<file path="src/rtl/n4_c2_neg_stage_pkg.sv">
// n4_c2_neg_stage_pkg: shared operand width, counter default, result record and buffer occupancy encodings
package n4_c2_neg_stage_pkg;
    localparam int OP_W        = 4;
    localparam int OWCNT_W_DEF = 4;
    typedef enum logic [1:0] {
        EMPTY = 2'd0,
        FULL1 = 2'd1,
        FULL2 = 2'd2
    } occ_t;
    typedef struct packed {
        logic [OP_W-1:0] z;
        logic            ow;
    } res_t;
endpackage

</file>
<file path="src/rtl/n4_c2_neg_stage_if.sv">
// n4_c2_neg_stage_if: operand-in and result-out valid/ready channels of the negate stage
//   x3_x0/in_valid/in_ready   : operand stream into the stage
//   z3_z0/ow/out_valid/out_ready : result stream out of the stage
//   master = producer/consumer side, slave = the stage itself
interface n4_c2_neg_stage_if;
    import n4_c2_neg_stage_pkg::*;
    logic [OP_W-1:0] x3_x0;
    logic            in_valid;
    logic            in_ready;
    logic [OP_W-1:0] z3_z0;
    logic            ow;
    logic            out_valid;
    logic            out_ready;
    modport master (output x3_x0, in_valid, out_ready, input in_ready, z3_z0, ow, out_valid);
    modport slave  (input x3_x0, in_valid, out_ready, output in_ready, z3_z0, ow, out_valid);
endinterface

</file>
<file path="src/rtl/n4_c2_neg_stage_negator.sv">
// n4_c2_negator: combinational 4-digit two's-complement negator
//   x3_x0 : operand
//   z3_z0 : (~x3_x0 + 1) mod 16
//   ow    : overflow, set only when the operand is the most negative value
module n4_c2_negator
    import n4_c2_neg_stage_pkg::*;
(
    input  logic [OP_W-1:0] x3_x0,
    output logic [OP_W-1:0] z3_z0,
    output logic            ow
);
    assign z3_z0 = ~x3_x0 + OP_W'(1);
    assign ow    = x3_x0[OP_W-1] & z3_z0[OP_W-1];
endmodule

</file>
<file path="src/rtl/n4_c2_neg_stage.sv">
// n4_c2_neg_stage: registered, handshaked negate stage with 2-entry skid buffer and saturating overflow counter
//   clock, reset : rising-edge clock, asynchronous active-high reset
//   bus          : slave side of operand-in / result-out valid/ready channels
//   clear_count  : synchronous clear of ow_count, wins over a same-cycle increment
//   ow_count     : count of accepted overflowing operands, saturating
module n4_c2_neg_stage
    import n4_c2_neg_stage_pkg::*;
#(
    parameter int OWCNT_W = OWCNT_W_DEF
) (
    input  logic                clock,
    input  logic                reset,
    n4_c2_neg_stage_if.slave    bus,
    input  logic                clear_count,
    output logic [OWCNT_W-1:0]  ow_count
);
    localparam logic [OWCNT_W-1:0] CNT_MAX = '1;
    occ_t            state_q, state_d;
    res_t            main_q, skid_q, res;
    logic [OP_W-1:0] neg_z;
    logic            in_ready_q, in_xfer, out_xfer, load_main, load_skid, from_skid;
    n4_c2_negator u_neg (
        .x3_x0 (bus.x3_x0),
        .z3_z0 (neg_z),
        .ow    ()
    );
    assign res           = {neg_z, bus.x3_x0[OP_W-1] & neg_z[OP_W-1]};
    assign bus.in_ready  = in_ready_q;
    assign bus.out_valid = state_q != EMPTY;
    assign bus.z3_z0     = main_q.z;
    assign bus.ow        = main_q.ow;
    assign in_xfer       = bus.in_valid & in_ready_q;
    assign out_xfer      = bus.out_valid & bus.out_ready;
    always_comb begin
        state_d   = state_q;
        load_main = 1'b0;
        load_skid = 1'b0;
        from_skid = 1'b0;
        case (state_q)
            EMPTY: begin
                state_d   = in_xfer ? FULL1 : EMPTY;
                load_main = in_xfer;
            end
            FULL1: begin
                state_d   = (in_xfer && !out_xfer) ? FULL2 : (!in_xfer && out_xfer) ? EMPTY : FULL1;
                load_main = in_xfer && out_xfer;
                load_skid = in_xfer && !out_xfer;
            end
            FULL2: begin
                state_d   = out_xfer ? FULL1 : FULL2;
                from_skid = out_xfer;
            end
            default: state_d = EMPTY;
        endcase
    end
    // in_ready is registered from the next occupancy so it never depends on out_ready combinationally
    always_ff @(posedge clock or posedge reset) begin
        if (reset) begin
            state_q    <= EMPTY;
            in_ready_q <= 1'b0;
            main_q     <= '0;
            skid_q     <= '0;
            ow_count   <= '0;
        end else begin
            state_q    <= state_d;
            in_ready_q <= state_d != FULL2;
            if (load_main)
                main_q <= res;
            else if (from_skid)
                main_q <= skid_q;
            if (load_skid)
                skid_q <= res;
            ow_count   <= clear_count ? '0 :
                          (in_xfer && res.ow && ow_count != CNT_MAX) ? ow_count + OWCNT_W'(1) : ow_count;
        end
    end
endmodule

</file>
<file path="src/flat_wrapper.sv">
// flat-port wrapper written by rule: the top's interface ports become plain ports
module n4_c2_neg_stage_flat import n4_c2_neg_stage_pkg::*;
#(
    parameter int OWCNT_W = OWCNT_W_DEF
)
  (clock, reset, clear_count, ow_count, bus_x3_x0, bus_in_valid, bus_out_ready, bus_in_ready, bus_z3_z0, bus_ow, bus_out_valid);
  n4_c2_neg_stage_if bus_i ();
  input  logic clock;
  input  logic reset;
  input  logic clear_count;
  output logic [OWCNT_W-1:0] ow_count;
  input wire logic [$bits(bus_i.x3_x0)-1:0] bus_x3_x0;
  input wire logic [$bits(bus_i.in_valid)-1:0] bus_in_valid;
  input wire logic [$bits(bus_i.out_ready)-1:0] bus_out_ready;
  output wire logic [$bits(bus_i.in_ready)-1:0] bus_in_ready;
  output wire logic [$bits(bus_i.z3_z0)-1:0] bus_z3_z0;
  output wire logic [$bits(bus_i.ow)-1:0] bus_ow;
  output wire logic [$bits(bus_i.out_valid)-1:0] bus_out_valid;
  assign bus_i.x3_x0 = bus_x3_x0;
  assign bus_i.in_valid = bus_in_valid;
  assign bus_i.out_ready = bus_out_ready;
  assign bus_in_ready = bus_i.in_ready;
  assign bus_z3_z0 = bus_i.z3_z0;
  assign bus_ow = bus_i.ow;
  assign bus_out_valid = bus_i.out_valid;
  n4_c2_neg_stage #(.OWCNT_W(OWCNT_W)) u_core (.clock(clock), .reset(reset), .bus(bus_i), .clear_count(clear_count), .ow_count(ow_count));
endmodule
</file>
<file path="config.mk">
export PLATFORM = sky130hd
export DESIGN_NAME = n4_c2_neg_stage_flat
export DESIGN_NICKNAME = d
export VERILOG_FILES = /design/src/rtl/n4_c2_neg_stage_pkg.sv /design/src/rtl/n4_c2_neg_stage_if.sv /design/src/rtl/n4_c2_neg_stage_negator.sv /design/src/rtl/n4_c2_neg_stage.sv /design/src/flat_wrapper.sv
export SDC_FILE = /design/constraint.sdc
export NUM_CORES = 1
export LEC_CHECK = 0
export ABC_AREA = 1
export ABC_CLOCK_PERIOD_IN_PS = 1300
export BUFFER_PORTS_ARGS = -buffer_cell sky130_fd_sc_hd__buf_2
export CELL_PAD_IN_SITES_DETAIL_PLACEMENT = 0
export CELL_PAD_IN_SITES_GLOBAL_PLACEMENT = 1
export CORE_MARGIN = 10
export CORE_UTILIZATION = 34
export CTS_CLUSTER_DIAMETER = 120
export DETAILED_ROUTE_END_ITERATION = 10
export PLACE_DENSITY = 0.72
export REMOVE_ABC_BUFFERS = 1
export SLEW_MARGIN = 10
export SYNTH_ARGS = -nofsm -noshare
export SYNTH_HDL_FRONTEND = slang
export SYNTH_SLANG_ARGS = --single-unit
</file>
<file path="constraint.sdc">
create_clock -name clock -period 1.3 [get_ports clock]
set_input_delay 0.065 -clock clock [delete_from_list [all_inputs] [get_ports clock]]
set_output_delay 0.065 -clock clock [all_outputs]
set_load 0.02 [all_outputs]
</file>
# After elaboration in Yosys (flattened, before gate mapping)
# Index checks and enable logic that the tools add are counted.
# totals
out_inout_bits	11
word_cells	40
reg_bits	17
# classes
eq_ne	4
n_addsub	2
reduce_logical	11
muxes	12
bitwise	4
# op_table
op	n
5-bit two-way mux	2
4-bit by 1-bit adder with 4-bit output, second input constant	2
4-bit two-way mux	2
2-bit one-hot mux with 3 select lines	1
2-bit nonzero test	3
1-bit logical AND	5
1-bit two-way mux	4
2-bit two-way mux	2
4-bit inequality test, second input constant	1
4-bit inverter	1
1-bit bitwise AND	3
2-bit by 1-bit == test with 1-bit output, second input constant	1
2-bit == test, second input constant	1
1-bit zero test	2
2-bit zero test	1
2-bit inequality test, second input constant	1
1-bit one-hot mux with 2 select lines	1

# Logic depth before layout (Yosys ltp)
# logic_depth
word_depth	7
depth_mapped	8
depth_no_buf	8

# Modules after synthesis
# From an unflattened synthesis, not the netlist that was laid out.
# unflattened
hier_cells	115
hier_area_um2	989.7
# by_module_without_submodules
module	instances	area_per_inst_um2	seq_area_each_um2	cells_per_inst
n4_c2_neg_stage	1	919.6	425.4	102
n4_c2_negator	1	70.1	0.0	13

# Least setup slack after synthesis
# Ideal clock, no wire load.
# synth_timing
path_type	reg2reg
from	reg u_core.ow_count[0]
to	reg u_core.ow_count[2]
synth_period_minus_slack_ps	1346
path_stages_with_launch	8
setup_ps	118
n_path_buf	0
arrival_ps	1228
path_slack_ps	-46
cell_sequence	dfrtp_1 > ha_1 > nand2_1 > nor2_1 > nor2_1 > nor2_2 > nand2_1 > nand2_1
# synth_between
elab_chain_cells	3
# synth_lines
item	line_no	rtl
start: declaration	n4_c2_neg_stage.sv:15	output logic [OWCNT_W-1:0] ow_count
start signal: assignment	n4_c2_neg_stage.sv:73	ow_count <= clear_count ? '0 :
4-bit by 1-bit adder with 4-bit output / 4-bit inequality test (equally long branches)	n4_c2_neg_stage.sv:74	(in_xfer && res.ow && ow_count != CNT_MAX) ? ow_count + OWCNT_W'(1) : ow_count;
4-bit two-way mux / 1-bit logical AND (equally long branches)	n4_c2_neg_stage.sv:74	
4-bit two-way mux / 2-bit nonzero test (equally long branches)	--	
# Several ways; a longest one is shown, not always the timed one. The select of a mux whose other input is x is not followed.
# A chain may end at the register's enable or synchronous reset.

# Final worst setup path
# layout_timing
from	reg u_core.state_q[1]
to	reg u_core.skid_q[3] in the netlist's numbering
# layout_between
elab_chain_cells	5
# layout_lines
item	line_no	rtl
start: declaration	n4_c2_neg_stage.sv:18	occ_t state_q, state_d;
start signal: assignment	n4_c2_neg_stage.sv:65	state_q <= state_d;
2-bit nonzero test	n4_c2_neg_stage.sv:29	assign bus.out_valid = state_q != EMPTY;
1-bit bitwise AND	n4_c2_neg_stage.sv:33	assign out_xfer = bus.out_valid & bus.out_ready;
1-bit zero test	n4_c2_neg_stage.sv:47	load_skid = in_xfer && !out_xfer;
1-bit logical AND	n4_c2_neg_stage.sv:47	
1-bit two-way mux (*)	n4_c2_neg_stage.sv:39	case (state_q)
end signal: assignment	n4_c2_neg_stage.sv:72	skid_q <= res;
end: declaration	n4_c2_neg_stage.sv:19	res_t main_q, skid_q, res;
# Every way passes the cells marked *; elsewhere a longest branch is shown, timed or not.

==> qor.yml <==
run_status:
  run_status: "completed"
floorplanning:
  dieArea_mm2: 0.005027
  io_pins: 20
  die_x_um: 70.90
  coreArea_mm2: 0.002477
  rows: 18
  start_util_pct: 35.56
  die_h_um: 70.90
synth:
  synth_cells: 106
  synth_top_area_share_pct: 48.30
  synth.distinct_cells: 15
  synth_top_cells_by_area: "dfrtp_1, nand2_1, ha_1"
  avgSynthCellArea_um2: 8.310
  synth.ff_latch_count: 17
  netlist_area_um2: 880.8
  yosys_warnings: 0
  yosysTopAreaCell: "dfrtp_1"
  ys_seq_area_share_pct: 48.30
route:
  drtIter0Drc: 33
  vias: 781
  routed_wl_mm: 2.068
  drt-wirelength-per-cell_um: 12.31
  dr.pass1.iters: 4
  drc: 0
  vias_per_cell: 4.649
  ant_nets: 0
global_routing:
  busiest_layer: "met2"
  grt_pass1_vias: 810
  grt_usage_pct: 8.117
  grtUsageMet3_pct: 1.953
  grt_pass1_wl_mm: 3.484
  antenna_found_initial: 0
  grt_overflow: 0
  grtUsageMet1_pct: 9.793
  grt_max_degree: 18
  grtUsageMet2_pct: 13.45
timing:
  max-slew-margin-rel_pct: 83.44
  worst_slew_pin_slew_ns: 0.2465
  finalSetupViolations: 0
  finalHoldViolCount: 0
  fin_skew_ns: 0.001897
  rsz0062_at_grt: "yes"
  max_freq_mhz: 804.4
  timing.final.crit_share_pct: 95.63
  hold_slack_ns: 0.02403
  slew_viol_final: 0
  finalWorstPathRequiredPeriod_ns: 1.243
power:
  pwr-share-seq_pct: 37.5
  peakVddDrop_uv: 906.6
  swShare_pct: 42.92
  power_leakage_nw: 0.6318
  combPwrFrac_pct: 49.5
  p_int_mw: 1.231
  clkPwrFrac_pct: 13.0
  switching_power_mw: 0.9255
  p_per_area_mw_per_mm2: 1845
place:
  gp_congestion: 0.7855
  place_inst: 162
  io_buffer_count: 19
  dp_hpwl_mm: 1.608
cells_and_area:
  diodes: 0
  final_common_cell: "nand2_1"
  final_layout_size_suffix_gt1_share_pct: 34.06
  layout_common_cells: "nand2_1, buf_2, dfrtp_1"
  layout-area-overhead-vs-synth_pct: 32.67
  fin_cells: 168
  final_util_pct: 47.17
  fin_nets: 153
cts:
  clock_path_buffers: 2
  clk_pin_slew_ns: 0.10
  htreeDepth: 1
  cts_tree: "yes"
  clk_latency_ns: 0.28
  cts_sinks: 17
  cts-buffers-inserted: 3
  root_buffer: "clkbuf_4"
worst_setup_path:
  worstPathCellList: "nor2_2, nor2_2, inv_1, ha_4, nand3_2, inv_2, nand2_1, nand2_1"
  arrival_ns: 1.47
  cp-start-kind: "flip-flop"
  critPathMaxStageDelay_ns: 0.41
  crit_fanout: 4
  required_ns: 1.53
  cpMaxStageDelayCell: "dfrtp_1"
  critical_path_class: "reg2reg"
  crit_path_end_kind: "flip-flop"
hold_path:
  hold_path.class: "in2reg"
flow_run:
  drv_cap: 0
[sequential cells by signal, indices dropped and copies added, names as in the netlist]
signal and flops:
u_core.bus.z3_z0 4, u_core.skid_q 5, u_core.ow_count 4, u_core.bus.in_ready 1, u_core.state_q 2, u_core.bus.ow 1
[cells in the mapped netlist]
cell type	n
or2_2	1
nor2_1	3
inv_2	1
nand3_2	3
inv_1	14
nor2_2	2
o21ai_0	2
nand2_2	2
nand3_1	12
xnor2_1	1
nand2_1	33
dfrtp_1	17
ha_1	5
nand4_1	9
nor3_1	1
[through the flow]
stage,instance area [µm²],setup WS (ns),setup TNS [ns],power (mW)
CTS,1115,0.001956,0,2.062
detailed placement,1066,-0.1055,-0.4109,1.742
global placement,1066,-0.1231,-0.4754,1.721
global route,1169,-0.02416,-0.1067,2.328
finish,1169,0.05681,0,2.157
floorplan,880.8,-0.04641,-0.1753,1.404
[layer usage]
metal | share of wire [%] | up-vias | wire length, µm
li1 | - | 420 | -
met2 | 48 | 11 | 988
met5 | 0 | - | 0
met4 | 0.48 | 0 | 10
met1 | 49 | 348 | 1011
met3 | 2.8 | 2 | 57
[worst paths after layout]
kind	from	end	slack, ns	depth (start not counted)
setup reg to reg	u_core.state_q[1]	u_core.skid_q[3]	0.06	8
max in group asynchronous	reset	u_core.state_q[0]	0.82	4
min in group asynchronous	reset	u_core.ow_count[0]	0.30	4
setup / recovery	u_core.state_q[1]	u_core.skid_q[3]	0.06	8
hold reg to reg	u_core.skid_q[0]	u_core.skid_q[0]	0.49	2
hold / removal	bus_x3_x0[0]	u_core.bus.z3_z0[0]	0.02	3
[critical path: cells and delay by family, from the launching register on]
family                   cells  cell delay, ns
flip-flops                   1            0.41
AND/OR/NAND/NOR              5            0.43
buffers and inverters        2            0.19
adder cells (fa/ha/maj)      1            0.17
[power groups by stage]
stage | logic (mW) | clock network (mW) | registers, mW
5_1_grt | 1.19 | 0.309 | 0.831
3_3_place_gp | 0.906 | 0 | 0.814
3_5_place_dp | 0.923 | 0 | 0.820
4_1_cts | 0.956 | 0.298 | 0.808
2_1_floorplan | 0.469 | 0 | 0.935
6_report | 1.07 | 0.281 | 0.810
[logic make-up after synthesis]
family | share of synthesized area (%)
DFF | 48.30
and+or+nand+nor | 36.08
AOI/OAI and AO/OA | 1.136
buffers and inverters | 6.392
adders and majority gates | 7.102
xor gates and xnor gates | 0.9945
[timing repair]
item,in CTS,in global routing
buffers inserted,0,0
gates resized for setup,3,12
cloned,0,1
pin swaps,0,5
endpoints found under the hold margin,17,0
hold buffers,1,0
setup endpoints to repair,5,15
[final cells by class]
class | count | area (µm²)
sequential | 17 | 425.4
inverter | 15 | 60.06
multi-input combinational | 75 | 461.7
clock buffer | 4 | 26.28
timing repair buffer | 27 | 157.7
fill | 259 | 1309
tap | 30 | 37.54
Note: power is estimated with default switching activity, not from simulation.
